===== src/rtl/pseq_pkg.sv =====
// Shared constants, state type and helpers for the period sequencer.
// Optional pass counter is enabled with the PSEQ_PASS_CNT_EN macro.
package pseq_pkg;

  localparam int PERIOD_W = 5;
  localparam int NUM_SLOTS = 3;
  localparam int CTRL_W = 3;

  localparam logic [1:0] ADDR_P0   = 2'd0;
  localparam logic [1:0] ADDR_P1   = 2'd1;
  localparam logic [1:0] ADDR_P2   = 2'd2;
  localparam logic [1:0] ADDR_CTRL = 2'd3;

  localparam int CTRL_LAST_LO = 0;
  localparam int CTRL_LAST_HI = 1;
  localparam int CTRL_LOOP    = 2;

  typedef enum logic {
    IDLE = 1'b0,
    RUN  = 1'b1
  } pseq_state_e;

  // A last_slot code of 3 has no matching slot, so it runs as slot 2.
  function automatic logic [1:0] effLastSlot(input logic [1:0] raw);
    return (raw == 2'd3) ? 2'd2 : raw;
  endfunction

  function automatic logic [PERIOD_W-1:0] periodAt(
    input logic [NUM_SLOTS-1:0][PERIOD_W-1:0] periods,
    input logic [1:0]                         idx
  );
    logic [PERIOD_W-1:0] sel;
    case (idx)
      2'd0:    sel = periods[0];
      2'd1:    sel = periods[1];
      default: sel = periods[2];
    endcase
    return sel;
  endfunction

endpackage


===== src/rtl/pseq_regfile.sv =====
// Write-only register file: three period slots plus a control word whose
// writes are dropped while a sequence is running.
module pseq_regfile
  import pseq_pkg::*;
(
  input  logic                                 clk,
  input  logic                                 rst_n,
  input  logic                                 i_wrEn,
  input  logic [1:0]                           i_wrAddr,
  input  logic [PERIOD_W-1:0]                  i_wrData,
  input  logic                                 i_busy,
  output logic [NUM_SLOTS-1:0][PERIOD_W-1:0]   o_periods,
  output logic [1:0]                           o_lastSlot,
  output logic                                 o_loop
);

  logic [NUM_SLOTS-1:0][PERIOD_W-1:0] r_periods;
  logic [CTRL_W-1:0]                  r_ctrl;

  always_ff @(posedge clk or negedge rst_n) begin
    if (!rst_n) begin
      r_periods <= '0;
      r_ctrl    <= '0;
    end else if (i_wrEn) begin
      case (i_wrAddr)
        ADDR_P0: r_periods[0] <= i_wrData;
        ADDR_P1: r_periods[1] <= i_wrData;
        ADDR_P2: r_periods[2] <= i_wrData;
        default: begin
          if (!i_busy) begin
            r_ctrl <= i_wrData[CTRL_W-1:0];
          end
        end
      endcase
    end
  end

  assign o_periods  = r_periods;
  assign o_lastSlot = effLastSlot(r_ctrl[CTRL_LAST_HI:CTRL_LAST_LO]);
  assign o_loop     = r_ctrl[CTRL_LOOP];

endmodule


===== src/rtl/period_sequencer.sv =====
// Steps a downstream terminal-count counter through up to three programmed
// periods. Optional pass counter: define PSEQ_PASS_CNT_EN.
module period_sequencer
  import pseq_pkg::*;
(
  input  logic                clk,
  input  logic                rst_n,
  input  logic                wr_en,
  input  logic [1:0]          wr_addr,
  input  logic [PERIOD_W-1:0] wr_data,
  input  logic                start,
  input  logic                stop,
  input  logic                cout,
  output logic [PERIOD_W-1:0] value,
  output logic                cnt_en,
  output logic [1:0]          slot,
  output logic                busy,
  output logic                done
`ifdef PSEQ_PASS_CNT_EN
  ,output logic [3:0]         pass_cnt
`endif
);

  pseq_state_e r_state;
  pseq_state_e w_nextState;

  logic [1:0]          r_slot;
  logic [1:0]          w_nextSlot;
  logic [PERIOD_W-1:0] r_value;
  logic [PERIOD_W-1:0] w_nextValue;
  logic                r_stopReq;
  logic                w_nextStopReq;
  logic                r_done;
  logic                w_nextDone;
  logic [1:0]          r_runLast;
  logic [1:0]          w_nextRunLast;
  logic                r_runLoop;
  logic                w_nextRunLoop;

  logic [NUM_SLOTS-1:0][PERIOD_W-1:0] w_periods;
  logic [1:0]                         w_lastSlot;
  logic                               w_loop;
  logic                               w_busy;
  logic                               w_stopNow;
  logic [1:0]                         w_slotPlus1;

  pseq_regfile u_regfile (
    .clk        (clk),
    .rst_n      (rst_n),
    .i_wrEn     (wr_en),
    .i_wrAddr   (wr_addr),
    .i_wrData   (wr_data),
    .i_busy     (w_busy),
    .o_periods  (w_periods),
    .o_lastSlot (w_lastSlot),
    .o_loop     (w_loop)
  );

  assign w_busy      = (r_state == RUN);
  assign w_stopNow   = r_stopReq | stop;
  assign w_slotPlus1 = r_slot + 2'd1;

  always_ff @(posedge clk or negedge rst_n) begin
    if (!rst_n) begin
      r_state   <= IDLE;
      r_slot    <= '0;
      r_value   <= '0;
      r_stopReq <= 1'b0;
      r_done    <= 1'b0;
      r_runLast <= '0;
      r_runLoop <= 1'b0;
    end else begin
      r_state   <= w_nextState;
      r_slot    <= w_nextSlot;
      r_value   <= w_nextValue;
      r_stopReq <= w_nextStopReq;
      r_done    <= w_nextDone;
      r_runLast <= w_nextRunLast;
      r_runLoop <= w_nextRunLoop;
    end
  end

  // Control is snapshotted at start so a same-cycle control write only
  // affects the following run.
  always_comb begin
    w_nextState   = r_state;
    w_nextSlot    = r_slot;
    w_nextValue   = r_value;
    w_nextStopReq = r_stopReq;
    w_nextDone    = 1'b0;
    w_nextRunLast = r_runLast;
    w_nextRunLoop = r_runLoop;
    case (r_state)
      IDLE: begin
        if (start) begin
          w_nextState   = RUN;
          w_nextSlot    = 2'd0;
          w_nextValue   = w_periods[0];
          w_nextStopReq = 1'b0;
          w_nextRunLast = w_lastSlot;
          w_nextRunLoop = w_loop;
        end
      end
      RUN: begin
        if (stop) begin
          w_nextStopReq = 1'b1;
        end
        if (cout) begin
          if (!w_stopNow && (r_slot < r_runLast)) begin
            w_nextSlot  = w_slotPlus1;
            w_nextValue = periodAt(w_periods, w_slotPlus1);
          end else if (!w_stopNow && r_runLoop) begin
            w_nextSlot  = 2'd0;
            w_nextValue = w_periods[0];
          end else begin
            w_nextState = IDLE;
            w_nextDone  = 1'b1;
          end
        end
      end
      default: w_nextState = IDLE;
    endcase
  end

`ifdef PSEQ_PASS_CNT_EN
  logic [3:0] r_passCnt;
  logic       w_passClr;
  logic       w_passInc;

  assign w_passClr = (r_state == IDLE) && start;
  assign w_passInc = (r_state == RUN) && cout && (r_slot == r_runLast);

  always_ff @(posedge clk or negedge rst_n) begin
    if (!rst_n) begin
      r_passCnt <= '0;
    end else if (w_passClr) begin
      r_passCnt <= '0;
    end else if (w_passInc) begin
      r_passCnt <= r_passCnt + 4'd1;
    end
  end

  assign pass_cnt = r_passCnt;
`endif

  // Dropping the enable on cout lets the counter clear cout with its count
  // parked at 0, giving one turnaround cycle per slot.
  assign cnt_en = w_busy & ~cout;
  assign busy   = w_busy;
  assign value  = r_value;
  assign slot   = r_slot;
  assign done   = r_done;

endmodule


===== config.mk =====
export PLATFORM = sky130hd
export DESIGN_NAME = period_sequencer
export DESIGN_NICKNAME = d
export VERILOG_FILES = /design/src/rtl/pseq_pkg.sv /design/src/rtl/pseq_regfile.sv /design/src/rtl/period_sequencer.sv
export SDC_FILE = /design/constraint.sdc
export NUM_CORES = 1
export LEC_CHECK = 0
export ABC_AREA = 1
export BUFFER_PORTS_ARGS = -buffer_cell sky130_fd_sc_hd__buf_2
export CAP_MARGIN = 20
export CORE_UTILIZATION = 42
export DETAILED_ROUTE_END_ITERATION = 10
export SLEW_MARGIN = 15
export SYNTH_ARGS = -nofsm -noshare
export SYNTH_HDL_FRONTEND = slang
export SYNTH_HIERARCHICAL = 1
export SYNTH_SLANG_ARGS = --single-unit

===== constraint.sdc =====
create_clock -name clk -period 1.5 [get_ports clk]
set_clock_uncertainty 0.05 [all_clocks]
set_input_delay 0.15 -clock clk [delete_from_list [all_inputs] [get_ports clk]]
set_output_delay 0.15 -clock clk [all_outputs]
set_load 0.01 [all_outputs]

Word level (Yosys, flattened, before mapping):

Index checks and enable logic that the tools add are counted.

* register bits after elaboration: 31
* input bits: 13
* output and inout port bits: 10
* logic and storage cells: 63

* add/subtract/negate cells: 1
* magnitude comparators: 1
* eq/ne operators: 8
* mux-type cells: 24
* bitwise gates (word level): 5
* reductions and logical operators: 13

Operators with widths (number)
* 5-bit two-way mux: 4
* 5-bit case mux with 2 select lines: 2
* 1-bit two-way mux: 10
* 2-bit two-way mux: 5
* 2-bit AND reduction: 5
* 2-bit inequality test, second input constant: 3
* 3-bit AND reduction: 2
* 2-bit by 1-bit equality test with 1-bit output, second input constant: 2
* 2-bit equality test, second input constant: 2
* 2-bit logical NOT: 2
* 1-bit case mux with 2 select lines: 2
* 2-bit case mux with 2 select lines: 1
* 3-bit by 1-bit inequality test with 1-bit output, second input constant: 1
* 1-bit inverter: 3
* 3-bit OR reduction: 1
* 2-bit by 1-bit adder with 2-bit output, second input constant: 1
* 1-bit logical AND: 2
* 2-bit < comparator: 1
* 1-bit AND: 1
* 1-bit logical NOT: 1
* 1-bit bitwise OR: 1

Longest topological paths before layout:

Gate-level depths: netlist of run 1.

* depth in word-level cells: 7
* gate-level depth with buffers: 11
* depth with buffers taken out: 11

By module:

The synthesis of run 1 kept the hierarchy.

Modules (own cells, without submodules)
* period_sequencer: times used 1, cells an instance 121, area an instance 894.6 sq um, seq. area each 325.3 sq um
* pseq_regfile: times used 1, cells an instance 80, area an instance 773.2 sq um, seq. area each 450.4 sq um

Least setup slack after synthesis of run 1:

No wires, ideal clock.

* path kind: flip-flop to flip-flop
* from: register r_slot[1] (netlist: slot[1])
* to: register r_value[0] (netlist: value[0])
* setup time: 0.116 ns
* data arrival time: 1.235 ns
* required time: 1.334 ns
* path slack: 0.098 ns
* stages on the path, launching flop included: 8
* buffers on the path: 0
* period minus slack after synthesis: 1.402 ns
* path through: dfrtp_1 -> ha_1 -> a21boi_1 -> nor2_4 -> nand3_1 -> nand2_1 -> nand2_1 -> nand2_1

* longest elaborated chain between the ends: 6
* elaborated cells between the ends (all ways): 11
* classes of those cells: 1 x add/sub; 1 x order compare; 2 x eq/ne; 4 x mux; 3 x reduce/logical

RTL lines
* start: declaration: line period_sequencer.sv:27 `logic [1:0] r_slot;`
* start signal: assignment: line period_sequencer.sv:74 `r_slot <= w_nextSlot;`
* 2-bit by 1-bit adder with 2-bit output: line period_sequencer.sv:61 `assign w_slotPlus1 = r_slot + 2'd1;`
* 2-bit by 1-bit equality test with 1-bit output / 2-bit logical NOT (equally long branches): line pseq_pkg.sv:33 `case (idx)`
* 5-bit case mux with 2 select lines: line pseq_pkg.sv:33
* 5-bit two-way mux: line period_sequencer.sv:109 `if (!w_stopNow && (r_slot < r_runLast)) begin`
* 5-bit two-way mux: line period_sequencer.sv:108 `if (cout) begin`
* 5-bit case mux with 2 select lines: line period_sequencer.sv:93 `case (r_state)`
* end signal: assignment: line period_sequencer.sv:75 `r_value <= w_nextValue;`
* end: declaration: line period_sequencer.sv:29 `logic [PERIOD_W-1:0] r_value;`

Parallel ways exist; a longest one is shown, timed or not. The select of a mux whose other input is x is not followed.
A chain may end at the register's enable or synchronous reset.

Final worst setup path of run 1:

* from: register r_slot[1] (netlist: slot[1])
* to: register r_value[3] (netlist: value[3])

The elaborated chain is that of the path after synthesis.

==> results.cfg, run 1 <==
[finish]
layout-drive-gt1-share = 0.264
finalNetCount = 248
finalNonFillerCells = 279
antennaDiodeCount = 0
area_growth_pct = 17.4
final_util = 0.523

[die]
initial_core_util = 0.446
core_sq_um = 3740
die-area_sq_um = 4230
num_io_pins = 23
die_x_um = 65.0
fp.dieH_um = 65.0
rows = 22

[synthesis]
syn-num-nets = 217
ys_seq_area_frac = 0.465
ys_ff_latch = 31
ys_warn_count = 6
syn-instance-count = 201
syn-cell-area_sq_um = 1670
ys_types = 28
synth_area_per_cell_sq_um = 8.30

[placement]
dp_hpwl_um = 2450
place.port_buffers = 22
dp_cells = 272
place.gp.congestion = 0.773

[critical_path]
slowest_stage = dfrtp_2
critPathLaunchType = flip-flop
cpMostUsedCell = nand2_4
critPathArrivalTime_ns = 1.52
required_ns = 1.62
end_kind = flip-flop
critPathKind = flip-flop to flip-flop
path_cells = ha_4 -> nand2_2 -> nand2_4 -> nand2_4 -> nand2_4 -> inv_4 -> nand2_1 -> nand2_1
slowest_delay_ns = 0.44
crit_fanout = 8

[route]
num_vias = 1296
route.met3.wl_um = 117
drc = 0
drt_first_pass_iters = 4
drt.antenna.violating_nets = 0
met2WireLength_um = 1430
post_drt_wl_per_cell_um = 11.6
highest_layer = met4
wl_um = 3240
wl_met1_um = 1660
drtIter0Drc = 30
viasPerCell = 4.65

[timing]
drv_slew = 0
setup_tns_ns = 0
fin_hold_ws_ns = 0.0571
finalSetupViolCount = 0
hold_viol = 0
fmax_ghz = 0.716
slew_headroom = 0.744
worstMarginPinSlew_ns = 0.385
timing.final.crit_share = 0.931
period_needed_ns = 1.40

[worst_hold_path]
hp-class = primary input to flip-flop

[clocking]
cts_tree = yes
post_cts_buffers = 0
path_clk_slew_ns = 0.06
numCtsBuffers = 5
cts.sinks = 31
cts.path.max_buffers = 2
cts_root_buffer = clkbuf_8
clock_latency_ns = 0.28
htreeDepth = 2

[power_and_ir_drop]
p_total_mw = 3.01
leakagePower_nw = 1.05
peakVddDrop_v = 0.000893
p_per_area_nw_per_um2 = 1540

[flow_run]
maxCapViolations = 0

[outcome]
status = complete, no violations

[grt]
antenna_found_initial = 0
grt_pass1_vias = 1145
grt_usage = 0.172
grt_start_max_net_pins = 32
grt_pass1_wl_um = 5440
overflow = 0
## flip-flops by register name, summed over array words and instances, names as in the netlist
name,cells
done,1
value,5
busy,1
u_regfile/r_ctrl,3
u_regfile/o_periods,15
r_runLoop,1
r_runLast,2
r_stopReq,1
slot,2
## power breakdown
group	internal [mW]	switching (mW)
Clock	0.308	0.286
Combinational	0.466	0.714
Sequential	1.07	0.165
## cells by family after synthesis
logic type | share of synthesized area
flip-flops | 0.465
AND/OR/NAND/NOR | 0.366
AO/OA/AOI/OAI | 0.0630
adder cells (fa/ha/maj) | 0.0225
buffers and inverters | 0.0833
## routing by layer
metal,vias up,GRT usage
met4,0,0.0571
met1,582,0.237
li1,685,-
met5,-,0
met2,26,0.255
met3,3,0.0528
## worst max-delay path: cells and delay by family (launching register included)
kind	cells	cell delay, ns
flip-flops	1	0.44
buffers and inverters	1	0.06
adder cells (fa/ha/maj)	1	0.28
AND/OR/NAND/NOR	6	0.45
## layout by cell type (no fill, tap or decap)
cell	instances
a21boi_2	1
a21oi_1	1
a21oi_2	2
buf_2	22
buf_4	4
bufinv_8	1
clkbuf_1	1
clkbuf_8	5
clkinv_4	1
dfrtp_1	30
dfrtp_2	1
dlygate4sd3_1	1
ha_1	1
ha_4	2
inv_1	13
inv_2	3
inv_4	3
inv_8	1
nand2_1	93
nand2_2	2
nand2_4	4
nand3_1	9
nand3_2	1
nand3_4	3
nand4_1	5
nor2_1	3
nor2_4	3
nor2_8	1
o21ai_0	6
o21ai_1	6
o21ai_2	1
o22ai_1	1
## timing repair
| action | in CTS | in global routing |
|---|---|---|
| endpoints found under the hold margin | 31 | 0 |
| gates resized for setup | 0 | 5 |
| hold buffers | 1 | 0 |
| endpoints found under the setup margin | 0 | 7 |
## final timing paths
path / start / to / depth (start not counted) / slack (ns)
worst min-delay path: start / busy$_DFF_PN0_ / 3 / 0.06
worst max-delay path: slot[1]$_DFFE_PN0P_ / value[3]$_DFFE_PN0P_ / 8 / 0.10
min in group asynchronous: rst_n / u_regfile/o_periods[14]$_DFFE_PN0P_ / 3 / 0.36
worst min register to register: u_regfile/r_ctrl[2]$_DFFE_PN0P_ / u_regfile/r_ctrl[2]$_DFFE_PN0P_ / 2 / 0.42
max in group asynchronous: rst_n / slot[1]$_DFFE_PN0P_ / 3 / 0.74
worst max register to register: slot[1]$_DFFE_PN0P_ / value[3]$_DFFE_PN0P_ / 8 / 0.10
## cell usage after synthesis, drive strengths merged
library cell	n	area [sq um]
inv	20	90.1
dfrtp	31	776
ha	3	37.5
o22ai	1	6.26
o21ai	13	68.8
nand4	5	31.3
clkinv	1	8.76
nor2	7	65.1
nand3	13	108
nand2	99	407
bufinv	1	17.5
clkbuf	1	3.75
a21boi	1	7.51
a21oi	3	22.5
buf	2	18.8
## per-stage QoR
step / area [sq um] / worst slack [ns]
2_1_floorplan: 1670 / 0.0982
3_3_place_gp: 1850 / 0.0798
3_5_place_dp: 1850 / 0.0424
4_1_cts: 1930 / 0.0291
5_1_grt: 1960 / -0.00105
6_report: 1960 / 0.103
## cell type report
cell class | instances | area (sq um)
multi-input combinational | 145 | 782
inverter | 22 | 116
tap | 48 | 60.1
clock buffer | 6 | 72.6
timing repair buffer | 27 | 150
fill | 382 | 1790
sequential | 31 | 777
Power figures use the tool's default switching activity.
==> inputs of run 2 (changes only) <==
--- a/config.mk
+++ b/config.mk
@@ -5,7 +5,7 @@
 export SDC_FILE = /design/constraint.sdc
 export NUM_CORES = 1
 export LEC_CHECK = 0
-export ABC_AREA = 1
+export ABC_AREA = 0
 export BUFFER_PORTS_ARGS = -buffer_cell sky130_fd_sc_hd__buf_2
 export CAP_MARGIN = 20
 export CORE_UTILIZATION = 42
==> run 2 against run 1 <==
Against the previous run: the flow now finishes with violations (negative setup slack); worst setup slack worse by 0.60 ns; clock-buffer cell count is 1 higher; area after synthesis is 14% lower; sequential power hardly changed; critical path type unchanged; critical endpoint is now value[1]$_DFFE_PN0P_; highest routed layer unchanged.
==> results.cfg, run 2 <==
[synthesis]
synth_mux_area_frac = 0.206
syn-cell-area_sq_um = 1440
yosysTopAreaCell = dfrtp_1
async_flop_share = 1.00
synth.most_common_cell = dfrtp_1
synth_area_per_cell_sq_um = 13.5
syn-num-nets = 123
ys_types = 25
ys_seq_area_frac = 0.539
synth_compound_area_frac = 0.111
ys_warn_count = 6
ys_ff_latch = 31
syn-instance-count = 107
synth_edf_count = 0
yosys_most_used_dff = dfrtp_1
synth.top_cell.area_share = 0.539
yosys.area_share.xor_xnor = 0
ys_top_cells_by_count = dfrtp_1 (31), mux2_2 (21), a22o_1 (9)
synthTopCellsByArea = dfrtp_1 (54%), mux2_2 (16%), a22o_1 (5.5%)
synth_fa_ha_area_frac = 0.0261
synth_top_family_by_area = multiplexers
synth-simple-area-share = 0.0912

[critical_path]
critPathArrivalTime_ns = 2.16
slowest_delay_ns = 0.52
slowest_stage = or4b_4
required_ns = 1.67
critPathKind = flip-flop to flip-flop
critPathLaunch = slot[1]$_DFFE_PN0P_
critPathLaunchType = flip-flop
r2r-start = slot[1]$_DFFE_PN0P_
critical-path-top-delay-family = simple AND/OR/NAND/NOR gates
cp.buffers_inverters = 0
path_cells = ha_4 -> or4b_4 -> a21oi_4 -> o21ai_4 -> a22o_1 -> mux2_4
end_kind = flip-flop
crit_fanout = 5

[finish]
layout-drive-gt1-share = 0.573
final_util = 0.600
largest_reg_flops = 15
layout_commonest_cell = dfrtp_1
final_cell_area_sq_um = 1890
finalNetCount = 172
finalNonFillerCells = 201
final_cell_mix = dfrtp_1 (30), buf_2 (22), mux2_2 (20), buf_4 (20), a22o_1 (9)
antennaDiodeCount = 0
n_fill_cell = 284
area_growth_pct = 31.4

[placement]
dp_hpwl_um = 2120
dpl_cell_area_sq_um = 1770
dp_worst_setup_slack_ns = -0.483
place.port_buffers = 22
place.gp.congestion = 0.745
dp_cells = 189

[timing]
finalSetupViolCount = 8
setup_slack_ns = -0.494
fmax_ghz = 0.501
setup_tns_ns = -2.94
rsz0062_at_grt = true
slew_headroom = 0.734
hold_viol = 0
worstMarginPinSlew_ns = 0.399
drv_slew = 0
fin_hold_ws_ns = 0.0298
timing.final.crit_share = 1.33
period_needed_ns = 1.99

[clocking]
cts.path.max_buffers = 2
path_clk_slew_ns = 0.09
htreeDepth = 2
cts_tree = yes
cts_root_buffer = clkbuf_4
numCtsBuffers = 5
clock_latency_ns = 0.33
cts.sinks = 31

[die]
die-area_sq_um = 3670
fp.dieH_um = 60.6
core_sq_um = 3150
initial_core_util = 0.457
rows = 20
num_io_pins = 23
die_x_um = 60.6

[route]
drt_first_pass_iters = 4
num_vias = 997
drt.antenna.violating_nets = 0
viasPerCell = 4.96
drtIter0Drc = 26
wl_um = 2840
post_drt_wl_per_cell_um = 14.1
drc = 0

[grt]
grt_pass1_vias = 999
antenna_found_initial = 0
overflow = 0
grt_start_max_net_pins = 32
grt_usage = 0.184
grt_pass1_wl_um = 4670

[worst_hold_path]
min_from = start
hp-class = primary input to flip-flop

[power_and_ir_drop]
peakVddDrop_v = 0.000748
p_per_area_nw_per_um2 = 1690
p_total_mw = 3.20
leakagePower_nw = 0.885

[flow_run]
maxCapViolations = 0

[outcome]
violations = negative setup slack
status = complete, but fails checks
## run 2: cell types whose count changed after synthesis, moves of 4 or more
cell	before	now
mux2_2	0	21
nand2_1	93	4
a22o_1	0	9
nand2_4	4	0
nand3_1	9	0
inv_1	13	5
o21ai_1	6	0
mux2_4	0	4
## run 2: kinds of logic (layout without fill, tap and decap cells)
logic type / Yosys count / in the layout
buffers and inverters: 8 / 58
flip-flops: 31 / 31
AO/OA/AOI/OAI: 19 / 19
adder cells (fa/ha/maj): 3 / 3
multiplexers: 25 / 25
AND/OR/NAND/NOR: 21 / 21
## run 2: cell type report
type                    instances  area [sq um]  area share
clock inverters                 1          5.00     0.00265
flip-flops and latches         31           777       0.411
repair buffers                 45           293       0.155
clock buffers                   7          45.0      0.0238
well taps                      44          55.1      0.0291
multi-input cells              68           698       0.369
inverters                       5          18.8     0.00992
## run 2: timing repair
item / 4_1_cts / 5_1_grt
cloned: 0 / 0
hold endpoints to repair: 31 / 0
setup endpoints to repair: 9 / 10
setup buffers: 4 / 1
resized for setup: 6 / 4
pin swaps: 3 / 1
hold buffers: 1 / 0
## run 2: path summary, 6_finish.rpt
path | endpoint | slack, ns | cells after the start
setup / recovery | value[1]$_DFFE_PN0P_ | -0.49 | 6
hold / removal | busy$_DFF_PN0_ | 0.03 | 3
setup reg to reg | value[1]$_DFFE_PN0P_ | -0.49 | 6
hold reg to reg | u_regfile/r_ctrl[0]$_DFFE_PN0P_ | 0.46 | 1
max in group asynchronous | slot[1]$_DFFE_PN0P_ | 0.79 | 3
min in group asynchronous | r_stopReq$_DFFE_PN0P_ | 0.30 | 3
## run 2: per-layer routing
metal	wire length (um)	GRT usage
met5	0	0
met4	51	0.0779
met3	112	0.0576
met2	1340	0.290
met1	1330	0.234
## run 2: where the power goes
group	internal, mW	total (mW)	leakage (nW)	switching (mW)
Sequential	1.11	1.26	0.373	0.152
Combinational	0.852	1.49	0.483	0.636
Clock	0.182	0.453	0.0293	0.271
## run 2: worst reg2reg max path: stages, from the launching register on
cell and delay [ns]:
dfrtp_2 0.43, ha_4 0.16, or4b_4 0.52, a21oi_4 0.16, o21ai_4 0.10, a22o_1 0.22
mux2_4 0.25
